<file path="src/rtl/clk_gate_ctrl.sv">
// rtl/clk_gate_ctrl.sv - two-group clock-gate enable controller with hold-off and gated-cycle counters
// Each group runs an identical channel; only FORCE_ON, CNT_CLR and RST are shared.

module clk_gate_chan #(
    parameter int IDLE_CYCLES = 4,
    parameter int CNT_W       = 16
) (
    input  logic             clk,
    input  logic             rst,
    input  logic             en,
    input  logic             force_on,
    input  logic             cnt_clr,
    output logic             gclk_en,
    output logic [1:0]       state,
    output logic [CNT_W-1:0] gated_cnt
);
    typedef enum logic [1:0] {
        GATED  = 2'b00,
        ACTIVE = 2'b01,
        HOLD   = 2'b10
    } chan_state_e;

    localparam logic [7:0] HOLD_LOAD = 8'(IDLE_CYCLES);

    logic [7:0]  hcnt;
    chan_state_e state_c;

    always_ff @(posedge clk) begin
        if (rst) begin
            hcnt <= 8'd0;
        end else if (en) begin
            hcnt <= HOLD_LOAD;
        end else if (hcnt != 8'd0) begin
            hcnt <= hcnt - 8'd1;
        end
    end

    // Enable is combinational so a request opens the gate in the same cycle.
    assign gclk_en = en | (hcnt != 8'd0) | force_on;

    always_comb begin
        state_c = GATED;
        if (en) begin
            state_c = ACTIVE;
        end else if (hcnt != 8'd0) begin
            state_c = HOLD;
        end
    end

    assign state = state_c;

    // Clear beats increment; the count sticks at all-ones.
    always_ff @(posedge clk) begin
        if (rst || cnt_clr) begin
            gated_cnt <= '0;
        end else if (!gclk_en && (gated_cnt != '1)) begin
            gated_cnt <= gated_cnt + CNT_W'(1);
        end
    end
endmodule

module clk_gate_ctrl #(
    parameter int IDLE_CYCLES = 4,
    parameter int CNT_W       = 16
) (
    input  logic             CLK,
    input  logic             RST,
    input  logic             En1,
    input  logic             En2,
    input  logic             FORCE_ON,
    input  logic             CNT_CLR,
    output logic             GCLK_EN1,
    output logic             GCLK_EN2,
    output logic [1:0]       STATE1,
    output logic [1:0]       STATE2,
    output logic [CNT_W-1:0] GATED_CNT1,
    output logic [CNT_W-1:0] GATED_CNT2
);
    clk_gate_chan #(
        .IDLE_CYCLES (IDLE_CYCLES),
        .CNT_W       (CNT_W)
    ) u_chan1 (
        .clk       (CLK),
        .rst       (RST),
        .en        (En1),
        .force_on  (FORCE_ON),
        .cnt_clr   (CNT_CLR),
        .gclk_en   (GCLK_EN1),
        .state     (STATE1),
        .gated_cnt (GATED_CNT1)
    );

    clk_gate_chan #(
        .IDLE_CYCLES (IDLE_CYCLES),
        .CNT_W       (CNT_W)
    ) u_chan2 (
        .clk       (CLK),
        .rst       (RST),
        .en        (En2),
        .force_on  (FORCE_ON),
        .cnt_clr   (CNT_CLR),
        .gclk_en   (GCLK_EN2),
        .state     (STATE2),
        .gated_cnt (GATED_CNT2)
    );
endmodule

</file>
<file path="config.mk">
export PLATFORM = sky130hd
export DESIGN_NAME = clk_gate_ctrl
export DESIGN_NICKNAME = d
export VERILOG_FILES = /design/src/rtl/clk_gate_ctrl.sv
export SDC_FILE = /design/constraint.sdc
export NUM_CORES = 1
export LEC_CHECK = 0
export CAP_MARGIN = 0
export CORE_MARGIN = 4
export CORE_UTILIZATION = 48
export DETAILED_ROUTE_END_ITERATION = 10
export PLACE_DENSITY = 0.73
export SLEW_MARGIN = 30
export SYNTH_ARGS = -nofsm -noshare
export SYNTH_HDL_FRONTEND = slang
export SYNTH_HIERARCHICAL = 1
export SYNTH_SLANG_ARGS = --single-unit
</file>
<file path="constraint.sdc">
create_clock -name CLK -period 1.9 [get_ports CLK]
set_input_delay 0.285 -clock CLK [delete_from_list [all_inputs] [get_ports CLK]]
set_output_delay 0.285 -clock CLK [all_outputs]
set_load 0.05 [all_outputs]
</file>
After elaboration in Yosys (flattened, before gate mapping) --
Cells that the tools add are included.
Storage, ports and cells: ROM bits 0, word-level logic and storage cells 35, input bits 6, memory bits (writable) 0, bits in registers 48, memories 0, latch bits 0, output and inout bits 38
Operators by class: bitwise logic cells 4, reductions and logical operators 11, shift operators 0, equality and inequality tests 2, divide/modulo/power cells 0, $add $sub $neg 4, mux-type cells 8, multiply operators 0, order comparisons 0
Operator list (count):
- $add 16x1->16 const B | 2
- $ne 16x16->1 const B | 2
- $reduce_bool 8->1 | 2
- $sub 8x1->8 const B | 2
- $mux 3 | 4
- $mux 2 | 4
- $or 1x1->1 | 4
- $reduce_bool 2->1 | 2
- $reduce_or 2->1 | 2
- $logic_and 1x1->1 | 2
- $logic_not 1->1 | 2
- $logic_or 1x1->1 | 1

Longest topological paths before layout --
Gate-level depths: netlist of run 1.
depth after elaboration 5, gate-level depth with buffers 8, mapped depth without buffers 7

Cells and area by module --
Netlist of run 1, hierarchy kept.
By module, submodules not included:
- clk_gate_chan | times used 2, seq. area each 480.5 µm², area each 1267.5 µm², cells each 150

Worst setup path after synthesis of run 1 --
No wires, ideal clock.
path kind flip-flop to flip-flop, start point register u_chan1.hcnt[0], end point register u_chan1.gated_cnt[1], path slack -0.146 ns, setup time 0.070 ns, required time 1.830 ns, data arrival time 1.976 ns, cell stages (with the launch flop) 9, clock period less this slack 2.046 ns, buffers on the path 1, path through dfxtp_1 inv_1 ha_1 nor4b_4 and3_1 inv_2 clkbuf_1 o21ai_0 a21oi_1
On the way: word-level cells in the longest chain between the ends 5
Ends and longest elaborated chain:
- from (decl) | RTL line 25 | logic [7:0] hcnt;
- from (signal assigned) | RTL line 34 | hcnt <= hcnt - 8'd1;
- $reduce_bool 8->1 | RTL line 39 | assign gclk_en = en | (hcnt != 8'd0) | force_on;
- $or 1x1->1 (2 in a row) | RTL line 39
- via GCLK_EN1 | RTL line 72 | output logic GCLK_EN1,
- $logic_not 1->1 | RTL line 56 | end else if (!gclk_en && (gated_cnt != '1)) begin
- $logic_and 1x1->1 | RTL line 56
- to (signal assigned) | RTL line 57 | gated_cnt <= gated_cnt + CNT_W'(1);
- to (decl) | RTL line 15 | output logic [CNT_W-1:0] gated_cnt
The timed path passes the listed nets, and every way through them passes these cells. A chain may end at the register's enable or synchronous reset.

Worst setup path after layout of run 1 --
start point register u_chan2.hcnt[0], end point output GCLK_EN2
On the way: word-level cells in the longest chain between the ends 3
Ends and longest elaborated chain:
- from (decl) | RTL line 25
- from (signal assigned) | RTL line 34
- $reduce_bool 8->1 | RTL line 39
- $or 1x1->1 (2 in a row) | RTL line 39
- to (decl) | RTL line 73 | output logic GCLK_EN2,
No other way between the ends.

==> results.yml, run 1 <==
run_status:
  outcome: "complete, but fails checks"
  violations: "negative setup slack"
route:
  drc: 0
  first_pass_iters: 5
  wl_per_cell_um: 14.7
  drtIter0Drc: 153
  via_per_inst: 5.63
  postRouteAntennaNets: 0
  vias: 2689
  wl_um: 7040
synth:
  ys_ff_latch: 48
  syn_area_per_cell_um2: 8.45
  synth_largest_area_cell: "dfxtp_1"
  yosys_most_used_dff: "dfxtp_1"
  yosys.area_share.simple_pct: 34.6
  synth_commonest_cells: "dfxtp_1, a21oi_1, nand2_1, o31ai_1"
  synth_compound_area_share_pct: 15.5
  yosysSeqAreaShare_pct: 37.9
  synth-adder-area-share_pct: 2.96
  syn_nets: 312
  syn_inst: 300
  synth.distinct_cells: 32
  synth_edf_count: 0
  synth_area_leaders: "dfxtp_1, a21oi_1, o31ai_1, or4_1, nand2_1"
  synthMuxAreaShare_pct: 1.58
  synth_top_area_share_pct: 37.9
  synth_top_family_by_area: "simple AND/OR/NAND/NOR gates"
  synth_warnings: 6
  synth_xor_area_share_pct: 3.46
  synth.most_common_cell: "dfxtp_1"
  synth_area_um2: 2530
  ys_async_sr_fraction_pct: 0
sta:
  maxSlewHeadroom_pct: 64.2
  final_hold_viol_count: 0
  timing.fmax_ghz: 0.513
  fin_crit_sh_pct: 103
  fin_crit_ps: 1950
  rsz0062_at_grt: "true"
  skew_ps: 7.63
  worst-slew-pin-transition_ps: 533
  fin_ws_ps: -48.9
  setup_violations: 5
  drv_slew: 0
cells_and_area:
  fillers: 370
  multi_input_area_um2: 1620
  diodes: 0
  fin_cells: 478
  area_growth_pct: 53.6
  num-nets-final: 419
  postLayoutCoreUtil_pct: 76.2
  final-seq-area_um2: 981
  drive_above_1_share_pct: 33.6
critical_path:
  end_kind: "output pin"
  required_ps: 1620
  slowest_stage: "dfxtp_2"
  crit_path_max_incr_delay_ps: 330
  cp_data_arrival_time_ps: 1660
  worstPathMaxFanout: 4
  path_class: "flip-flop to output pin"
  path_cells: "inv_2, ha_4, nor4b_4, and3_4, inv_8, buf_6, buf_12"
  ff2ff_setup_slack_ps: -40
  start_kind: "flip-flop"
floorplan:
  die_h_um: 80.7
  dieArea_um2: 6510
  initial_core_util_pct: 49.6
  row_count: 26
  core_region_area_um2: 5110
  io_pins: 44
  die_x_um: 80.7
worst_hold_path:
  hold_path.class: "flip-flop to flip-flop"
clock_network:
  path_clk_slew_ps: 80
  postCtsHoldBufs: 0
  root_buffer: "clkbuf_8"
  clockBufferDepth: 2
  numCtsBuffers: 5
  htreeDepth: 2
  clk_latency_ps: 310
  numClockSinks: 48
  cts_tree: "built"
global_routing:
  gr-total-overflow: 0
  grt_antenna_before_repair: 0
  grt_pass1_wl_um: 11500
  grt_max_degree: 19
  track_usage_pct: 22.2
  grt_pass1_vias: 2579
place:
  port-buffer-count: 43
  place_congestion: 0.781
  dpl.cell_count: 454
  hpwlAfterDp_um: 4780
power:
  power.density_nw_per_um2: 833
  power.leakage_nw: 1.66
  peakVddDrop_mv: 0.395
run:
  cap_violations: 0
## metal layers
metal	track usage, %	vias up	part of all wire (%)	wire length [um]
met2	36.8	56	49	3420
met1	28.1	1275	45	3150
met3	4.04	12	4.7	330
li1	-	1346	-	-
met5	0	-	0	0
met4	9.12	0	1.9	135
## cells by family after synthesis
family                     after synthesis
AOI/OAI and AO/OA                       66
xor gates and xnor gates                10
adders and majority gates                6
buffers and inverters                   24
DFF                                     48
muxes                                    4
and+or+nand+nor                        142
## registers in the layout (all words and copies together) (netlist names)
register / flops
u_chan2/gated_cnt: 16
u_chan2/hcnt: 8
u_chan1/gated_cnt: 16
u_chan1/hcnt: 8
## critical path: cells and delay by family, from the launching register on
| kind | cells | cell delay (ps) |
|---|---|---|
| adders and majority gates | 1 | 130 |
| buffers and inverters | 4 | 360 |
| and+or+nand+nor | 2 | 540 |
| DFF | 1 | 330 |
## through the flow
| stage | power, mW | cell area, um2 | setup WS (ps) | setup TNS (ps) | hold WS (ps) |
|---|---|---|---|---|---|
| global placement | 2.35 | 3460 | -76.6 | -873 | 474 |
| detailed placement | 2.37 | 3460 | -116 | -1520 | 482 |
| global route | 3.43 | 3890 | -137 | -1050 | 522 |
| floorplan | 1.94 | 2550 | 6.19 | 0 | 354 |
| finish | 3.24 | 3890 | -48.9 | -152 | 493 |
| CTS | 3.14 | 3680 | -79.8 | -367 | 497 |
## report_power, final
part           switching, mW  internal, mW  total [mW]
Sequential             0.101          1.10        1.20
Combinational          0.692         0.704        1.40
Clock                  0.348         0.298       0.646
Total                   1.14          2.10        3.24
## path summary, 6_finish.rpt
kind	from	cells after the start	endpoint
worst max-delay path	u_chan2/hcnt[0]	7	GCLK_EN2
worst min register to register	u_chan1/hcnt[5]	2	u_chan1/hcnt[5]
worst min-delay path	u_chan1/hcnt[5]	2	u_chan1/hcnt[5]
worst max register to register	u_chan2/hcnt[0]	8	u_chan2/gated_cnt[14]
## cell type report
cell class	count	share of cell area, %
Tap cell	70	2.25
Clock buffer	8	2.31
Inverter	12	1.48
Multi-Input combinational cell	228	41.6
Sequential cell	48	25.2
Timing Repair Buffer	112	27.1
## cell usage in the layout (no fill, tap or decap), types with 4 or more instances in the layout
cell type,n
buf_4,66
dfxtp_1,34
a21oi_1,29
nand2_1,27
o31ai_1,22
clkdlybuf4s50_1,19
nor2_1,18
dlymetal6s2s_1,13
dfxtp_2,13
or3_1,12
or4_1,11
nand3_1,10
nand4_1,10
nor3_1,8
and4_1,8
buf_6,7
a21oi_2,7
or4_4,7
clkbuf_8,6
buf_12,6
xnor2_1,6
inv_1,6
o21ai_0,6
and3_1,4
mux2i_1,4
nand3b_1,4
xor2_1,4
ha_1,4
## timing repair
action	in CTS	in global routing
gates resized for setup	22	45
setup endpoints to repair	13	39
setup buffers	10	6
pin swaps	12	17
Note: power is estimated with default switching activity, not from simulation.
==> inputs of run 2 (changes only) <==
--- a/config.mk
+++ b/config.mk
@@ -5,8 +5,8 @@
 export SDC_FILE = /design/constraint.sdc
 export NUM_CORES = 1
 export LEC_CHECK = 0
-export CAP_MARGIN = 0
-export CORE_MARGIN = 4
+export CAP_MARGIN = 20
+export CORE_MARGIN = 2
 export CORE_UTILIZATION = 48
 export DETAILED_ROUTE_END_ITERATION = 10
 export PLACE_DENSITY = 0.73
==> results.yml, run 2 (same netlist as run 1, synthesis figures left out) <==
place:
  dpl.cell_count: 453
  dpl_worst_slack_ps: -141
  place_congestion: 0.777
  hpwlAfterDp_um: 4720
  port-buffer-count: 43
critical_path:
  end_kind: "flip-flop"
  crit_path_max_incr_delay_ps: 510
  worstPathMaxFanout: 7
  path_cells: "inv_2, ha_4, nor4b_4, and3_4, inv_8, buf_6, or4_4, a21oi_2"
  required_ps: 2140
  path_class: "flip-flop to flip-flop"
  cp_top_family: "simple AND/OR/NAND/NOR gates"
  slowest_stage: "or4_4"
  cp_data_arrival_time_ps: 2160
  critical_path_buf_inv_count: 3
  start_kind: "flip-flop"
route:
  wl_met1_um: 3260
  wl_per_cell_um: 15.4
  vias: 2724
  postRouteAntennaNets: 0
  wl_um: 7410
  via_per_inst: 5.68
  dr_wl_met2_um: 3710
  top_layer_used: "met4"
  drtIter0Drc: 97
  wl_met3_um: 306
  drc: 0
  first_pass_iters: 5
sta:
  fin_crit_sh_pct: 101
  worst-slew-pin-transition_ps: 575
  skew_ps: 7.19
  final_hold_viol_count: 0
  drv_slew: 0
  fin_ws_ps: -23.8
  fin_crit_ps: 1920
  setup_violations: 3
  rsz0062_at_grt: "true"
  holdWs_ps: 493
  setup_tns_ps: -29.8
  timing.fmax_ghz: 0.520
  maxSlewHeadroom_pct: 61.4
cells_and_area:
  drive_above_1_share_pct: 34.4
  reg.largest.list: "u_chan1/gated_cnt x16, u_chan2/gated_cnt x16"
  layout.cells.most_common: "buf_4"
  area_growth_pct: 55.9
  postLayoutCoreUtil_pct: 77.4
  most-common-layout-cells: "buf_4, dfxtp_1, nand2_1"
  num-nets-final: 421
  fin_cells: 480
  diodes: 0
clock_network:
  cts_tree: "built"
  numClockSinks: 48
  path_clk_slew_ps: 90
  clockBufferDepth: 2
  htreeDepth: 2
  root_buffer: "clkbuf_8"
  numCtsBuffers: 5
  clk_latency_ps: 300
global_routing:
  grt_max_degree: 18
  grt_pass1_vias: 2515
  grt_pass1_wl_um: 11700
  grt_antenna_before_repair: 0
  track_usage_pct: 24.3
  gr-total-overflow: 0
run_status:
  outcome: "complete, but fails checks"
  violations: "negative setup slack"
floorplan:
  initial_core_util_pct: 49.6
  dieArea_um2: 5880
  die_x_um: 76.7
  die_h_um: 76.7
  io_pins: 44
  row_count: 26
  core_region_area_um2: 5110
power:
  power.leakage_nw: 1.65
  power.density_nw_per_um2: 890
  peakVddDrop_mv: 0.458
worst_hold_path:
  hold_path.class: "flip-flop to flip-flop"
run:
  cap_violations: 0
==> run 2: path summary, 6_finish.rpt <==
path | startpoint | end | slack (ps) | cells after the start
worst max-delay path | u_chan2/hcnt[1] | u_chan2/gated_cnt[4] | -20 | 8
worst min register to register | u_chan2/gated_cnt[7] | u_chan2/gated_cnt[7] | 490 | 2
worst max register to register | u_chan2/hcnt[1] | u_chan2/gated_cnt[4] | -20 | 8
worst min-delay path | u_chan2/gated_cnt[7] | u_chan2/gated_cnt[7] | 490 | 2
==> run 2: area by class of cell <==
| class | instances | area, um2 |
|---|---|---|
| clock inverter | 1 | 30.0 |
| clock buffer | 7 | 96.3 |
| tap | 70 | 87.6 |
| sequential | 48 | 978 |
| multi-input combinational | 228 | 1620 |
| timing repair buffer | 114 | 1080 |
| fill | 357 | 1160 |
| inverter | 12 | 60.1 |
==> run 2: per-stage QoR <==
stage | instance area, um2 | total power [mW]
CTS | 3780 | 3.41
finish | 3950 | 3.52
global route | 3950 | 3.70
global placement | 3460 | 2.36
floorplan | 2550 | 1.94
detailed placement | 3460 | 2.40
==> run 2: layer usage <==
metal / global-route usage [%] / up-vias
met5: 0 / -
met2: 42.3 / 67
met1: 30.9 / 1299
li1: - / 1343
met3: 4.47 / 15
met4: 6.18 / 0
==> run 2: power breakdown <==
group	total [mW]	internal, mW	leakage (nW)	switching [mW]
clock	0.812	0.465	0.0645	0.348
sequential	1.20	1.10	0.395	0.0988
combinational	1.51	0.753	1.19	0.754
==> run 2: timing repair <==
action,CTS,global route
hold buffers,0,0
pin swaps,9,13
endpoints found under the hold margin,0,0
setup endpoints to repair,15,37
gates resized for setup,25,40
buffers inserted,15,4
==> run 2: tightest hold or removal path, cell delays in order, from the launching register on <==
cell and delay (ps):
dfxtp_1 330, o31ai_1 70, a21oi_1 50
==> inputs of run 3 (changes only) <==
--- a/config.mk
+++ b/config.mk
@@ -5,11 +5,13 @@
 export SDC_FILE = /design/constraint.sdc
 export NUM_CORES = 1
 export LEC_CHECK = 0
-export CAP_MARGIN = 20
+export CAP_MARGIN = 15
+export CELL_PAD_IN_SITES_DETAIL_PLACEMENT = 0
+export CELL_PAD_IN_SITES_GLOBAL_PLACEMENT = 1
 export CORE_MARGIN = 2
-export CORE_UTILIZATION = 48
+export CORE_UTILIZATION = 35
 export DETAILED_ROUTE_END_ITERATION = 10
-export PLACE_DENSITY = 0.73
+export PLACE_DENSITY = 0.72
 export SLEW_MARGIN = 30
 export SYNTH_ARGS = -nofsm -noshare
 export SYNTH_HDL_FRONTEND = slang
==> results.yml, run 3 (same netlist as run 1, synthesis figures left out) <==
power:
  peakVddDrop_mv: 0.436
  power.leakage_nw: 1.74
  power.density_nw_per_um2: 862
  power_mw: 3.50
floorplan:
  core_region_area_um2: 7140
  dieArea_um2: 7940
  die_x_um: 89.1
  io_pins: 44
  initial_core_util_pct: 35.5
  die_h_um: 89.1
  row_count: 31
clock_network:
  cts_tree: "built"
  path_clk_slew_ps: 90
  numCtsBuffers: 5
  htreeDepth: 2
  root_buffer: "clkbuf_8"
  numClockSinks: 48
  clk_latency_ps: 310
  clockBufferDepth: 2
global_routing:
  grt_max_degree: 17
  grt_pass1_wl_um: 11600
  gr-total-overflow: 0
  track_usage_pct: 18.4
  grt_pass1_vias: 2589
  grt_antenna_before_repair: 0
sta:
  final_hold_viol_count: 0
  skew_ps: 5.82
  worst-slew-pin-transition_ps: 516
  fin_crit_ps: 1950
  setup_violations: 3
  maxSlewHeadroom_pct: 65.3
  drv_slew: 0
  fin_ws_ps: -47.6
  timing.fmax_ghz: 0.513
  rsz0062_at_grt: "true"
  fin_crit_sh_pct: 103
  setup_tns_ps: -88.0
critical_path:
  start_kind: "flip-flop"
  required_ps: 1620
  r2r-start: "u_chan1/hcnt[1]"
  cp_data_arrival_time_ps: 1660
  path_class: "flip-flop to output pin"
  critPathLaunch: "u_chan1/hcnt[1]"
  worstPathMaxFanout: 5
  end_kind: "output pin"
route:
  postRouteAntennaNets: 0
  drc: 0
  wl_um: 7300
  drtIter0Drc: 134
  via_per_inst: 5.18
  wl_per_cell_um: 14.1
  first_pass_iters: 4
  vias: 2686
run:
  cap_violations: 0
cells_and_area:
  multi_input_area_um2: 1630
  drive_above_1_share_pct: 36.4
  reg.largest.list: "u_chan1/gated_cnt x16, u_chan2/gated_cnt x16"
  layout.cells.most_common: "buf_4"
  diodes: 0
  final-seq-area_um2: 978
  area_growth_pct: 60.2
  num-nets-final: 431
  postLayoutCoreUtil_pct: 56.9
  most-common-layout-cells: "buf_4, dfxtp_1, nand2_1, a21oi_1"
  fillers: 683
run_status:
  violations: "negative setup slack"
  outcome: "complete, but fails checks"
place:
  dpl_worst_slack_ps: -117
  hpwlAfterDp_um: 4990
  port-buffer-count: 43
  place_congestion: 0.817
worst_hold_path:
  min_from: "u_chan1/hcnt[5]"
  hold_path.class: "flip-flop to flip-flop"
run 3: worst paths after layout:
path                               end  slack (ps)  cells past startpoint
setup / recovery              GCLK_EN1         -50                      7
hold / removal         u_chan1/hcnt[5]         490                      2
setup reg to reg  u_chan1/gated_cnt[8]         -40                      8
hold reg to reg        u_chan1/hcnt[5]         490                      2
run 3: power by group:
group | switching (mW) | internal (mW) | total, mW
Sequential | 0.0915 | 1.10 | 1.19
Combinational | 0.753 | 0.801 | 1.55
Clock | 0.366 | 0.392 | 0.758
run 3: metal layers:
metal,wire (um),share of wire (%),track usage (%)
met1,3460,47,25.0
met4,61,0.84,4.75
met3,282,3.9,4.52
met5,0,0,0
met2,3500,48,29.4
run 3: worst max-delay path: stages, from the launching register on:
cell and delay, ps:
dfxtp_2 330, inv_2 70, ha_4 130, nor4b_4 260, and3_4 270, inv_8 50
buf_6 110, buf_12 130
run 3: area by class of cell:
class | count | area share, %
Multi-Input combinational cell | 228 | 40.2
Timing Repair Buffer | 123 | 28.3
Sequential cell | 48 | 24.1
Tap cell | 99 | 3.05
Clock buffer | 6 | 1.79
Inverter | 12 | 1.48
Clock inverter | 2 | 0.863
Timing Repair inverter | 1 | 0.154
run 3: timing repair:
item,CTS,global route
gates cloned,1,0
pin swaps,24,18
gates resized for setup,30,43
hold buffers,0,0
buffers inserted,11,2
endpoints found under the setup margin,24,48
run 3: metrics by stage:
stage / cells / cell area [um2] / hold WS, ps
after global placement: 497 / 3600 / 475
after detailed placement: 497 / 3600 / 483
after floorplan: 300 / 2550 / 354
after global routing: 519 / 4060 / 522
after CTS: 517 / 3890 / 500
final: 519 / 4060 / 495
